--- config.mk ---
export PLATFORM = sky130hd
export DESIGN_NAME = priority_queue_port_ctrl
export DESIGN_NICKNAME = d
export VERILOG_FILES = /design/src/rtl/priority_queue_port_ctrl.sv
export SDC_FILE = /design/constraint.sdc
export NUM_CORES = 1
export LEC_CHECK = 0
export CAP_MARGIN = 15
export CORE_MARGIN = 2
export CORE_UTILIZATION = 49
export CTS_CLUSTER_SIZE = 28
export DETAILED_ROUTE_END_ITERATION = 12
export GPL_ROUTABILITY_DRIVEN = 0
export PLACE_DENSITY = 0.88
export SLEW_MARGIN = 20
export SYNTH_ARGS = -nofsm -noshare
export SYNTH_HDL_FRONTEND = slang
export SYNTH_SLANG_ARGS = --single-unit
--- constraint.sdc ---
create_clock -name CLK -period 2.5 [get_ports CLK]
set_clock_uncertainty 0.15 [all_clocks]
set_input_delay 0.5 -clock CLK [delete_from_list [all_inputs] [get_ports CLK]]
set_output_delay 0.5 -clock CLK [all_outputs]
set_load 0.01 [all_outputs]
--- src/rtl/priority_queue_port_ctrl.sv ---
// priority_queue_port_ctrl
// Front-end and drain controller for the priority queue's single shared
// command port. Upstream writes and local pop requests are merged into one
// legal command stream (at most one command, then at least one quiet cycle).
// The single outstanding pop is tracked, and the returned element is buffered
// in a small output FIFO that downstream drains with a valid/ready handshake.
//
// Ports:
//   CLK, RST             clock (rising edge), synchronous active-high reset
//   wr_valid/wr_data     upstream element offered
//   wr_ready             element accepted this cycle
//   rd_en                pops permitted when high
//   q_write/q_valid/q_data  command to the queue (i_write/i_valid/i_data)
//   q_full/q_empty       queue status flags
//   q_rvalid/q_rdata     queue pop response
//   out_valid/out_data/out_ready  output FIFO stream
//   rd_timeout           sticky flag: a pop response never arrived
//   buf_count            output FIFO occupancy
module priority_queue_port_ctrl #(
  parameter int DATA_LENGTH = 32,
  parameter int BUF_DEPTH   = 4,
  parameter int TIMEOUT     = 16
) (
  input  logic                           CLK,
  input  logic                           RST,
  input  logic                           wr_valid,
  input  logic [DATA_LENGTH-1:0]         wr_data,
  output logic                           wr_ready,
  input  logic                           rd_en,
  output logic                           q_write,
  output logic                           q_valid,
  output logic [DATA_LENGTH-1:0]         q_data,
  input  logic                           q_full,
  input  logic                           q_empty,
  input  logic                           q_rvalid,
  input  logic [DATA_LENGTH-1:0]         q_rdata,
  output logic                           out_valid,
  output logic [DATA_LENGTH-1:0]         out_data,
  input  logic                           out_ready,
  output logic                           rd_timeout,
  output logic [$clog2(BUF_DEPTH+1)-1:0] buf_count
);

  localparam int CW = $clog2(BUF_DEPTH + 1);
  localparam int PW = $clog2(BUF_DEPTH);
  localparam int TW = $clog2(TIMEOUT);

  typedef enum logic [1:0] {
    IDLE    = 2'd0,
    WAIT_RD = 2'd1,
    SETTLE  = 2'd2
  } state_t;

  state_t                 state_q, state_d;
  logic                   lastGrantWr_q, lastGrantWr_d;
  logic [TW-1:0]          timeoutCnt_q, timeoutCnt_d;
  logic                   timeout_q, timeout_d;

  logic [DATA_LENGTH-1:0] mem_q [BUF_DEPTH];
  logic [PW-1:0]          rdPtr_q, wrPtr_q;
  logic [CW-1:0]          count_q;

  logic                   candWr, candRd, grantWr, grantRd;
  logic                   push, pop;

  // Candidate requests. The read candidate reserves a FIFO slot before the
  // pop is issued, so the eventual response can never overflow the buffer.
  assign candWr  = wr_valid & ~q_full;
  assign candRd  = rd_en & ~q_empty & (count_q < CW'(BUF_DEPTH));
  // Under contention the grant alternates: whichever kind did not win last.
  assign grantWr = candWr & (~candRd | ~lastGrantWr_q);
  assign grantRd = candRd & ~grantWr;

  // Next-state and command decode. Commands are only driven from IDLE and
  // are suppressed while RST is high so the port is quiet during reset.
  always_comb begin
    state_d       = state_q;
    lastGrantWr_d = lastGrantWr_q;
    timeoutCnt_d  = timeoutCnt_q;
    timeout_d     = timeout_q;
    push          = 1'b0;
    q_valid       = 1'b0;
    q_write       = 1'b0;
    q_data        = '0;
    wr_ready      = 1'b0;
    case (state_q)
      IDLE: begin
        if (!RST && grantWr) begin
          q_valid       = 1'b1;
          q_write       = 1'b1;
          q_data        = wr_data;
          wr_ready      = 1'b1;
          lastGrantWr_d = 1'b1;
          state_d       = SETTLE;
        end else if (!RST && grantRd) begin
          q_valid       = 1'b1;
          lastGrantWr_d = 1'b0;
          timeoutCnt_d  = '0;
          state_d       = WAIT_RD;
        end
      end
      WAIT_RD: begin
        // A response in the expiry cycle still wins over the timeout.
        if (q_rvalid) begin
          push    = 1'b1;
          state_d = SETTLE;
        end else if (timeoutCnt_q == TW'(TIMEOUT - 2)) begin
          timeout_d = 1'b1;
          state_d   = SETTLE;
        end else begin
          timeoutCnt_d = timeoutCnt_q + TW'(1);
        end
      end
      SETTLE: begin
        // One quiet cycle lets the queue flags reflect the last command.
        state_d = IDLE;
      end
      default: begin
        state_d = IDLE;
      end
    endcase
  end

  // Controller state register.
  always_ff @(posedge CLK) begin
    if (RST) begin
      state_q       <= IDLE;
      lastGrantWr_q <= 1'b0;
      timeoutCnt_q  <= '0;
      timeout_q     <= 1'b0;
    end else begin
      state_q       <= state_d;
      lastGrantWr_q <= lastGrantWr_d;
      timeoutCnt_q  <= timeoutCnt_d;
      timeout_q     <= timeout_d;
    end
  end

  assign pop        = out_valid & out_ready;
  assign out_valid  = (count_q != '0);
  assign out_data   = mem_q[rdPtr_q];
  assign buf_count  = count_q;
  assign rd_timeout = timeout_q;

  // Output FIFO pointers and occupancy; pointers wrap naturally because the
  // depth is a power of two.
  always_ff @(posedge CLK) begin
    if (RST) begin
      rdPtr_q <= '0;
      wrPtr_q <= '0;
      count_q <= '0;
    end else begin
      if (push) wrPtr_q <= wrPtr_q + PW'(1);
      if (pop)  rdPtr_q <= rdPtr_q + PW'(1);
      count_q <= count_q + CW'(push) - CW'(pop);
    end
  end

  // FIFO storage needs no reset; occupancy alone decides what is valid.
  always_ff @(posedge CLK) begin
    if (push) mem_q[wrPtr_q] <= q_rdata;
  end

endmodule

======== Yosys cells after proc, flatten, opt, wreduce, memory -nomap -nowiden ========
Memories as Yosys holds them, arrays and structs flattened. A register that Yosys moved wholly into a read port is not among the register bits.
Cells that the tools add are included.
storage, ports and cells
  flip-flop bits (word level) ............. 15
  bits in latches ......................... 0
  memory bits (writable) .................. 128
  bits in read-only memories .............. 0
  input bits .............................. 72
  logic and storage cells ................. 71
  memories kept ........................... 1
operators by class
  add/subtract/negate cells ............... 5
  multipliers ............................. 0
  div/mod/pow operators ................... 0
  magnitude comparators ................... 1
  equal/unequal tests ..................... 8
  shifts and indexed selects .............. 0
  muxes and demuxes ....................... 25
  bitwise logic cells ..................... 13
  reductions and logical operators ........ 11
memories
  memory  depth  width  read ports  clocked after Yosys merged registers in  write ports  line  RTL
  mem_q   4      32     1           1                                        1            59    logic [DATA_LENGTH-1:0] mem_q [BUF_DEPTH];
operators with widths
  kind                                                  count
  2-to-1 mux 32 bit                                     2
  2-to-1 mux 4 bit                                      4
  2-to-1 mux 2 bit                                      6
  2-to-1 mux 1 bit                                      11
  != test 2 bit (second input constant)                 4
  case mux 4 bit (2 select lines)                       1
  bitwise AND 1 bit                                     6
  != test 3 bit (second input constant)                 2
  inverter 1 bit                                        6
  AND reduction 5 bit                                   1
  adder 2 x 1 -> 2 bit (second input constant)          2
  adder 4 x 1 -> 4 bit (second input constant)          1
  equality test 4 bit (second input constant)           1
  case mux 2 bit (2 select lines)                       1
  AND reduction 2 bit                                   2
  nonzero test 2 bit                                    2
  adder 3 x 1 -> 3 bit                                  1
  less-than comparator 3 bit (second input constant)    1
  AND reduction 3 bit                                   1
  nonzero test 3 bit                                    1
  subtractor 3 x 1 -> 3 bit                             1
  equality test 2 x 1 -> 1 bit (second input constant)  1
  logical AND 1 bit                                     2
  zero test 2 bit                                       1
  other kinds (2)                                       2

======== Longest topological paths before layout ========
Gate-level depths: netlist (run 1).
  depth after elaboration ................. 12
  depth in mapped cells ................... 9
  mapped depth without buffers ............ 9

======== Worst setup path before layout (run 1) ========
Ideal clock, no wire load.
  path kind ............................... register -> register
  start ................................... reg state_q[0]
  end ..................................... reg count_q[2] (netlist: buf_count[2])
  arrival ................................. 1.814 ns
  setup slack ............................. 0.422 ns
  stages on the path, launching flop included .. 10
  buffers on the path ..................... 0
  period minus slack after synthesis ...... 2.078 ns
  cells stage by stage .................... dfxtp_1 > nor2b_1 > nand2_1 > ha_1 > inv_1 > ha_1 > inv_1 > fa_1 > xnor2_1 > nor2_1
between the ends
  cells in the longest elaborated chain, start to end .. 4
ends and longest elaborated chain
  element                       line  RTL
  start: declaration            54    state_t state_q, state_d;
  start signal: assignment      132   state_q <= state_d;
  equality test 2 x 1 -> 1 bit  86    case (state_q)
  2-to-1 mux 1 bit              86
  adder 3 x 1 -> 3 bit          155   count_q <= count_q + CW'(push) - CW'(pop);
  subtractor 3 x 1 -> 3 bit     155
  end signal: assignment        155
  end: declaration              61    logic [CW-1:0] count_q;
Every way passes these cells.
A chain may end at the register's enable or synchronous reset.

==> results of run 1 <==
==> cells by family after synthesis <==
family | share of synthesized area, %
AOI/OAI and AO/OA | 1.98
xor gates and xnor gates | 0.769
adders and majority gates | 2.11
buffers and inverters | 1.89
DFF | 73.5
muxes | 12.9
and+or+nand+nor | 6.94
==> worst reg2reg max path: cells and delay by family, from the launching register on <==
family | cells | cell delay [ns]
AO/OA/AOI/OAI | 1 | 0.26
XOR/XNOR | 1 | 0.16
adder cells (fa/ha/maj) | 3 | 0.77
buffers and inverters | 3 | 0.25
AND/OR/NAND/NOR | 1 | 0.05
flip-flops | 1 | 0.34
==> worst max path at each step <==
| stage | from | endpoint | slack, ns | depth (start not counted) |
|---|---|---|---|---|
| after floorplan | state_q[0]$_SDFFE_PP0P_ | buf_count[2]$_SDFF_PP0_ | 0.42 | 9 |
| after detailed placement | rd_en | q_data[13] | -0.45 | 6 |
| after global routing | flip-flop | out_data[0] | -0.005 | 3 |
| final | flip-flop | out_data[21] | 0.06 | 3 |
| after CTS | wr_valid | q_data[0] | -0.08 | 7 |
| after global placement | rd_en | q_data[2] | -0.35 | 6 |
==> sequential cells by signal, summed over array words and instances (netlist names), named ones only <==
signal,flops
mem_q,128
timeoutCnt_q,4
buf_count,3
rdPtr_q,2
state_q,2
wrPtr_q,2
lastGrantWr_q,1
rd_timeout,1
==> synthesized netlist by cell type (2+ instances only) <==
| cell type | n | area, µm² |
|---|---|---|
| edfxtp_1 | 128 | 3840 |
| and3_1 | 37 | 231 |
| mux4_2 | 32 | 721 |
| dfxtp_1 | 17 | 340 |
| clkbuf_1 | 9 | 33.8 |
| nor2_1 | 9 | 33.8 |
| ha_1 | 8 | 100 |
| inv_1 | 6 | 22.5 |
| a21oi_1 | 5 | 25.0 |
| nand2_1 | 5 | 18.8 |
| buf_2 | 3 | 15.0 |
| nand2b_1 | 3 | 18.8 |
| nor2b_1 | 3 | 18.8 |
| xnor2_1 | 3 | 26.3 |
| nand3_1 | 2 | 10.0 |
| nor3_1 | 2 | 10.0 |
| o31ai_1 | 2 | 15.0 |
| xor2_1 | 2 | 17.5 |
==> repair_timing <==
item                                    4_1_cts  5_1_grt
pin swaps                                     2        1
setup buffers                                12        0
gates resized for setup                     190       40
endpoints found under the setup margin       67       50
cloned                                        4        0
==> where the power goes <==
| group | switching, mW | total, mW | internal (mW) |
|---|---|---|---|
| Combinational | 0.654 | 1.61 | 0.960 |
| Sequential | 0.0759 | 2.78 | 2.71 |
| Clock | 0.984 | 2.47 | 1.49 |
==> final cells by class <==
cell class	count	area, µm²
fill	713	3250
multi-input combinational	129	1450
timing repair buffer	185	1690
tap	143	179
sequential	145	4190
clock inverter	13	154
inverter	6	22.5
clock buffer	19	433
==> per-layer routing <==
layer | GRT usage [%] | wire length (µm) | up-vias
met5 | 0 | 0 | -
met4 | 8.23 | 240 | 0
met3 | 5.66 | 552 | 20
met2 | 35.9 | 6840 | 117
met1 | 25.9 | 5150 | 1761
li1 | - | - | 1562
==> stage by stage <==
| step | total power [mW] | area [µm²] | util (%) | TNS [ns] |
|---|---|---|---|---|
| finish | 6.87 | 8120 | 71.4 | 0 |
| global route | 7.15 | 8120 | 71.4 | -0.00784 |
| CTS | 6.92 | 8160 | 71.7 | -0.200 |
| floorplan | 3.61 | 5700 | - | 0 |
| global placement | 4.40 | 7540 | 66.3 | -10.90 |
| detailed placement | 4.44 | 7540 | 66.3 | -13.75 |
==> impl_metrics.csv, run 1 <==
group,metric,value,unit
run_status,outcome,"completed",
setup_path,rr_worst_depth,9,
clock_tree,clockBufferDepth,2,
floorplan,dieArea,0.0125,mm²
timing,period_needed,2.44,ns
final_layout,final_cell_mix,"edfxtp_1 (128), clkdlybuf4s50_1 (72), mux4_2 (32)",
timing,rsz0062_at_grt,"yes",
setup_path,cp.arrival,1.79,ns
timing,whs,0.340,ns
final_layout,mostFrequentLayoutCell,"edfxtp_1",
setup_path,worstSetupPathType,"flip-flop to primary output",
setup_path,path_cells,"buf_12 -> mux4_2 -> dlygate4sd2_1",
timing,setup_slack,0.0643,ns
setup_path,slowest_stage,"mux4_2",
timing,setup_viol_count_final,0,
hold_path,worstHoldStart,"rd_timeout$_SDFFE_PP0P_",
global_routing,track_usage,21.1,%
floorplan,fp.dieH,112,µm
setup_path,r2r_slack,0.40,ns
final_layout,nNetsFinal,565,
placed_design,io_buffer_count,143,
detailed_routing,viasPerCell,5.41,
power_and_ir_drop,powerDensity,846,mW/mm²
clock_tree,hold_buffers,0,
timing,drv_slew,0,
power_and_ir_drop,power.leakage,3.07,nW
final_layout,drive_gt1_share,33.4,%
yosys,postSynth.asyncResetShare,0,%
clock_tree,clock_latency,0.41,ns
timing,tightestPinTransition,0.267,ns
detailed_routing,drc,0,
yosys,yosysWarnings,0,
floorplan,rows,39,
final_layout,area_growth,42.6,%
run,max-cap-violations,0,
detailed_routing,firstDrtPassIters,5,
clock_tree,cts-root-buf,"clkbuf_16",
setup_path,cpLargestDelayFamily,"multiplexers",
hold_path,hold_path_depth,2,
yosys,netlist_area,0.00570,mm²
setup_path,max_stage_delay,0.49,ns
clock_tree,cts_max_level,4,
floorplan,coreArea,0.0114,mm²
global_routing,grt_pass1_wl,19800,µm
yosys,yosysSeqAreaShare,73.5,%
clock_tree,cts.sink_count,145,
global_routing,antenna_found_initial,0,
clock_tree,cts_buffers,17,
yosys,synth_cells,296,
setup_path,critical_path_required,1.85,ns
final_layout,insertedDiodeCount,0,
clock_tree,cts_tree,"done",
detailed_routing,drt_wl_total,12800,µm
yosys,synth_top_flop_cell,"edfxtp_1",
timing,fmax,411,MHz
placed_design,dp_slack,-0.449,ns
setup_path,critPathBufInv,2,
detailed_routing,first_iter_violations,183,
detailed_routing,ant_nets,0,
yosys,ys_ff_latch,145,
floorplan,chipWidth,112,µm
yosys,syn_avg_cell_area,19.2,µm²
hold_path,hold_class,"flip-flop to flip-flop",
placed_design,dpl.hpwl,8170,µm
yosys,synth_edf_count,128,
timing,hold_violations,0,
detailed_routing,num_vias,3460,
final_layout,final_cells,640,
global_routing,grt_pass1_vias,3639,
setup_path,start_kind,"flip-flop",
detailed_routing,post_drt_wl_per_cell,20.0,µm
setup_path,r2r_end,"buf_count[2]$_SDFF_PP0_",
setup_path,cp-end-kind,"primary output",
global_routing,grt_max_degree,33,
setup_path,r2r-start,"buf_count[2]$_SDFF_PP0_",
power_and_ir_drop,peakVddDrop,0.537,mV
hold_path,hold_path_end,"rd_timeout$_SDFFE_PP0P_",
timing,post-route-period-util,97.4,%
timing,relSlewSlack,82.2,%
floorplan,initial_core_util,50.1,%
clock_tree,path_clk_slew,0.06,ns
yosys,ys_types,38,
setup_path,path_max_fanout,9,
global_routing,overflow,0,
yosys,syn-num-nets,377,
placed_design,dp.cells,594,
floorplan,ioPinCount,144,
(Power assumes the default switching activity.)
==> inputs of run 2 (changes only) <==
CTS_CLUSTER_SIZE = 24   (was 28)
HOLD_SLACK_MARGIN = 0.05   (was unset)
==> results of run 2 <==
Same layout as run 1: the final DEF is identical, and so are final timing and power.
==> inputs of run 3 (changes only) <==
CORE_MARGIN = unset   (was 2)
HOLD_SLACK_MARGIN = unset   (was 0.05)
==> impl_metrics.csv, run 3 (synthesis results as in run 1) <==
group,metric,value,unit
run_status,outcome,"completed",
detailed_routing,ant_nets,0,
clock_tree,clockBufferDepth,2,
timing,drv_slew,0,
run,max-cap-violations,0,
final_layout,fill_cells,712,
timing,setup_viol_count_final,0,
detailed_routing,firstDrtPassIters,4,
final_layout,top_register,"mem_q",
detailed_routing,num_vias,3496,
global_routing,antenna_found_initial,0,
setup_path,start_kind,"primary input",
detailed_routing,first_iter_violations,243,
floorplan,chipWidth,110,µm
timing,rsz0062_at_grt,"yes",
final_layout,multi_input_area,0.00146,mm²
final_layout,largest_register_ffs,128,
setup_path,r2r_slack,0.17,ns
timing,relSlewSlack,79.2,%
clock_tree,cts-root-buf,"clkbuf_16",
clock_tree,cts.sink_count,145,
floorplan,ioPinCount,144,
detailed_routing,post_drt_wl_per_cell,21.3,µm
clock_tree,path_clk_slew,0.06,ns
timing,fmax,401,MHz
timing,post-route-period-util,99.7,%
setup_path,path_cells,"dlygate4sd2_1 -> nor3b_4 -> a21oi_4 -> buf_4 -> buf_6 -> buf_4 -> and3_1 -> clkbuf_2",
hold_path,hold_class,"flip-flop to flip-flop",
timing,tightestPinTransition,0.311,ns
placed_design,dp.cells,590,
final_layout,area_growth,43.5,%
power_and_ir_drop,peakVddDrop,0.519,mV
final_layout,finish.utilization,71.9,%
setup_path,cp.arrival,1.84,ns
clock_tree,hold_buffers,0,
clock_tree,cts_tree,"done",
setup_path,max_stage_delay,0.26,ns
final_layout,final_cell_mix,"edfxtp_1 (128), clkdlybuf4s50_1 (71), mux4_2 (32)",
setup_path,critical_path_required,1.85,ns
floorplan,fp.dieH,110,µm
setup_path,slowest_stage,"a21oi_4",
global_routing,overflow,0,
floorplan,initial_core_util,50.1,%
timing,hold_violations,0,
floorplan,coreArea,0.0114,mm²
setup_path,path_max_fanout,7,
final_layout,final_cells,643,
power_and_ir_drop,power.leakage,3.07,nW
setup_path,cp-end-kind,"primary output",
detailed_routing,drt_wl_total,13700,µm
placed_design,io_buffer_count,143,
power_and_ir_drop,powerDensity,834,mW/mm²
clock_tree,cts_buffers,17,
final_layout,insertedDiodeCount,0,
final_layout,drive_gt1_share,32.0,%
global_routing,track_usage,22.4,%
floorplan,rows,39,
global_routing,grt_max_degree,33,
timing,period_needed,2.49,ns
setup_path,crit_top_cell,"buf_4",
detailed_routing,drc,0,
global_routing,grt_pass1_vias,3549,
final_layout,mostFrequentLayoutCell,"edfxtp_1",
final_layout,nNetsFinal,568,
placed_design,dpl.hpwl,7800,µm
clock_tree,clock_latency,0.40,ns
setup_path,worstSetupPathType,"primary input to primary output",
clock_tree,cts_max_level,4,
floorplan,dieArea,0.0121,mm²
global_routing,grt_pass1_wl,19100,µm
final_layout,seq_area,0.00419,mm²
detailed_routing,viasPerCell,5.44,
run 3: cell count changes in the layout (fill, tap and decap cells not counted), moves of 2 or more:
cell	previous run	this run
buf_2	31	7
clkbuf_2	8	25
clkdlybuf4s15_1	13	27
buf_12	8	6
buf_4	27	25
buf_6	9	11
bufinv_16	2	0
clkbuf_1	2	0
clkbuf_16	17	19
clkdlybuf4s15_2	2	0
clkinv_1	0	2
dfxtp_1	15	13
dfxtp_2	1	3
run 3: cell type report:
cell class	count	share of cell area, %
clock buffers	17	5.21
multi-input cells	129	17.8
well taps	143	2.19
flip-flops and latches	145	51.3
inverters	6	0.276
clock inverters	15	1.50
repair buffers	188	21.7
run 3: critical path, delay by kind of cell:
family	cells	cell delay (ns)
AND/OR/NAND/NOR	2	0.31
buffers and inverters	5	0.77
AO/OA/AOI/OAI	1	0.26
run 3: worst paths after layout:
kind / from / end / cells after the start
worst max-delay path: rd_en / q_data[25] / 8
worst min-delay path: wrPtr_q[1]$_SDFFE_PP0P_ / wrPtr_q[1]$_SDFFE_PP0P_ / 2
worst max register to register: state_q[0]$_SDFFE_PP0P_ / buf_count[2]$_SDFF_PP0_ / 9
worst min register to register: wrPtr_q[1]$_SDFFE_PP0P_ / wrPtr_q[1]$_SDFFE_PP0P_ / 2
run 3: per-layer routing:
layer  vias to the layer above  global-route usage, %  part of all wire (%)  wire, µm
met5                         -                      0                     0         0
li1                       1580                      -                     -         -
met4                         0                   7.81                   1.9       255
met3                        19                   5.45                   3.7       507
met2                       108                   39.8                    55      7480
met1                      1789                   26.4                    40      5480
run 3: per-stage QoR:
step	setup WS (ns)	TNS [ns]	hold slack (ns)	total power, mW	cell area, µm²
global route	-0.0466	-0.300	0.391	7.07	8170
floorplan	0.422	0	0.317	3.61	5700
global placement	-0.411	-13.15	0.315	4.36	7480
detailed placement	-0.527	-16.62	0.354	4.39	7480
finish	0.00633	0	0.361	6.82	8170
CTS	-0.0622	-0.911	0.372	6.68	8120
run 3: where the power goes:
| group | total (mW) | switching, mW | internal (mW) |
|---|---|---|---|
| logic | 1.69 | 0.700 | 0.987 |
| registers | 2.80 | 0.0906 | 2.71 |
| clock network | 2.33 | 1.04 | 1.29 |
run 3: repair_timing:
| action | 4_1_cts | 5_1_grt |
|---|---|---|
| gates resized for setup | 116 | 89 |
| gates cloned | 4 | 4 |
| buffers inserted | 9 | 5 |
| pin swaps | 4 | 3 |
| setup endpoints to repair | 67 | 57 |
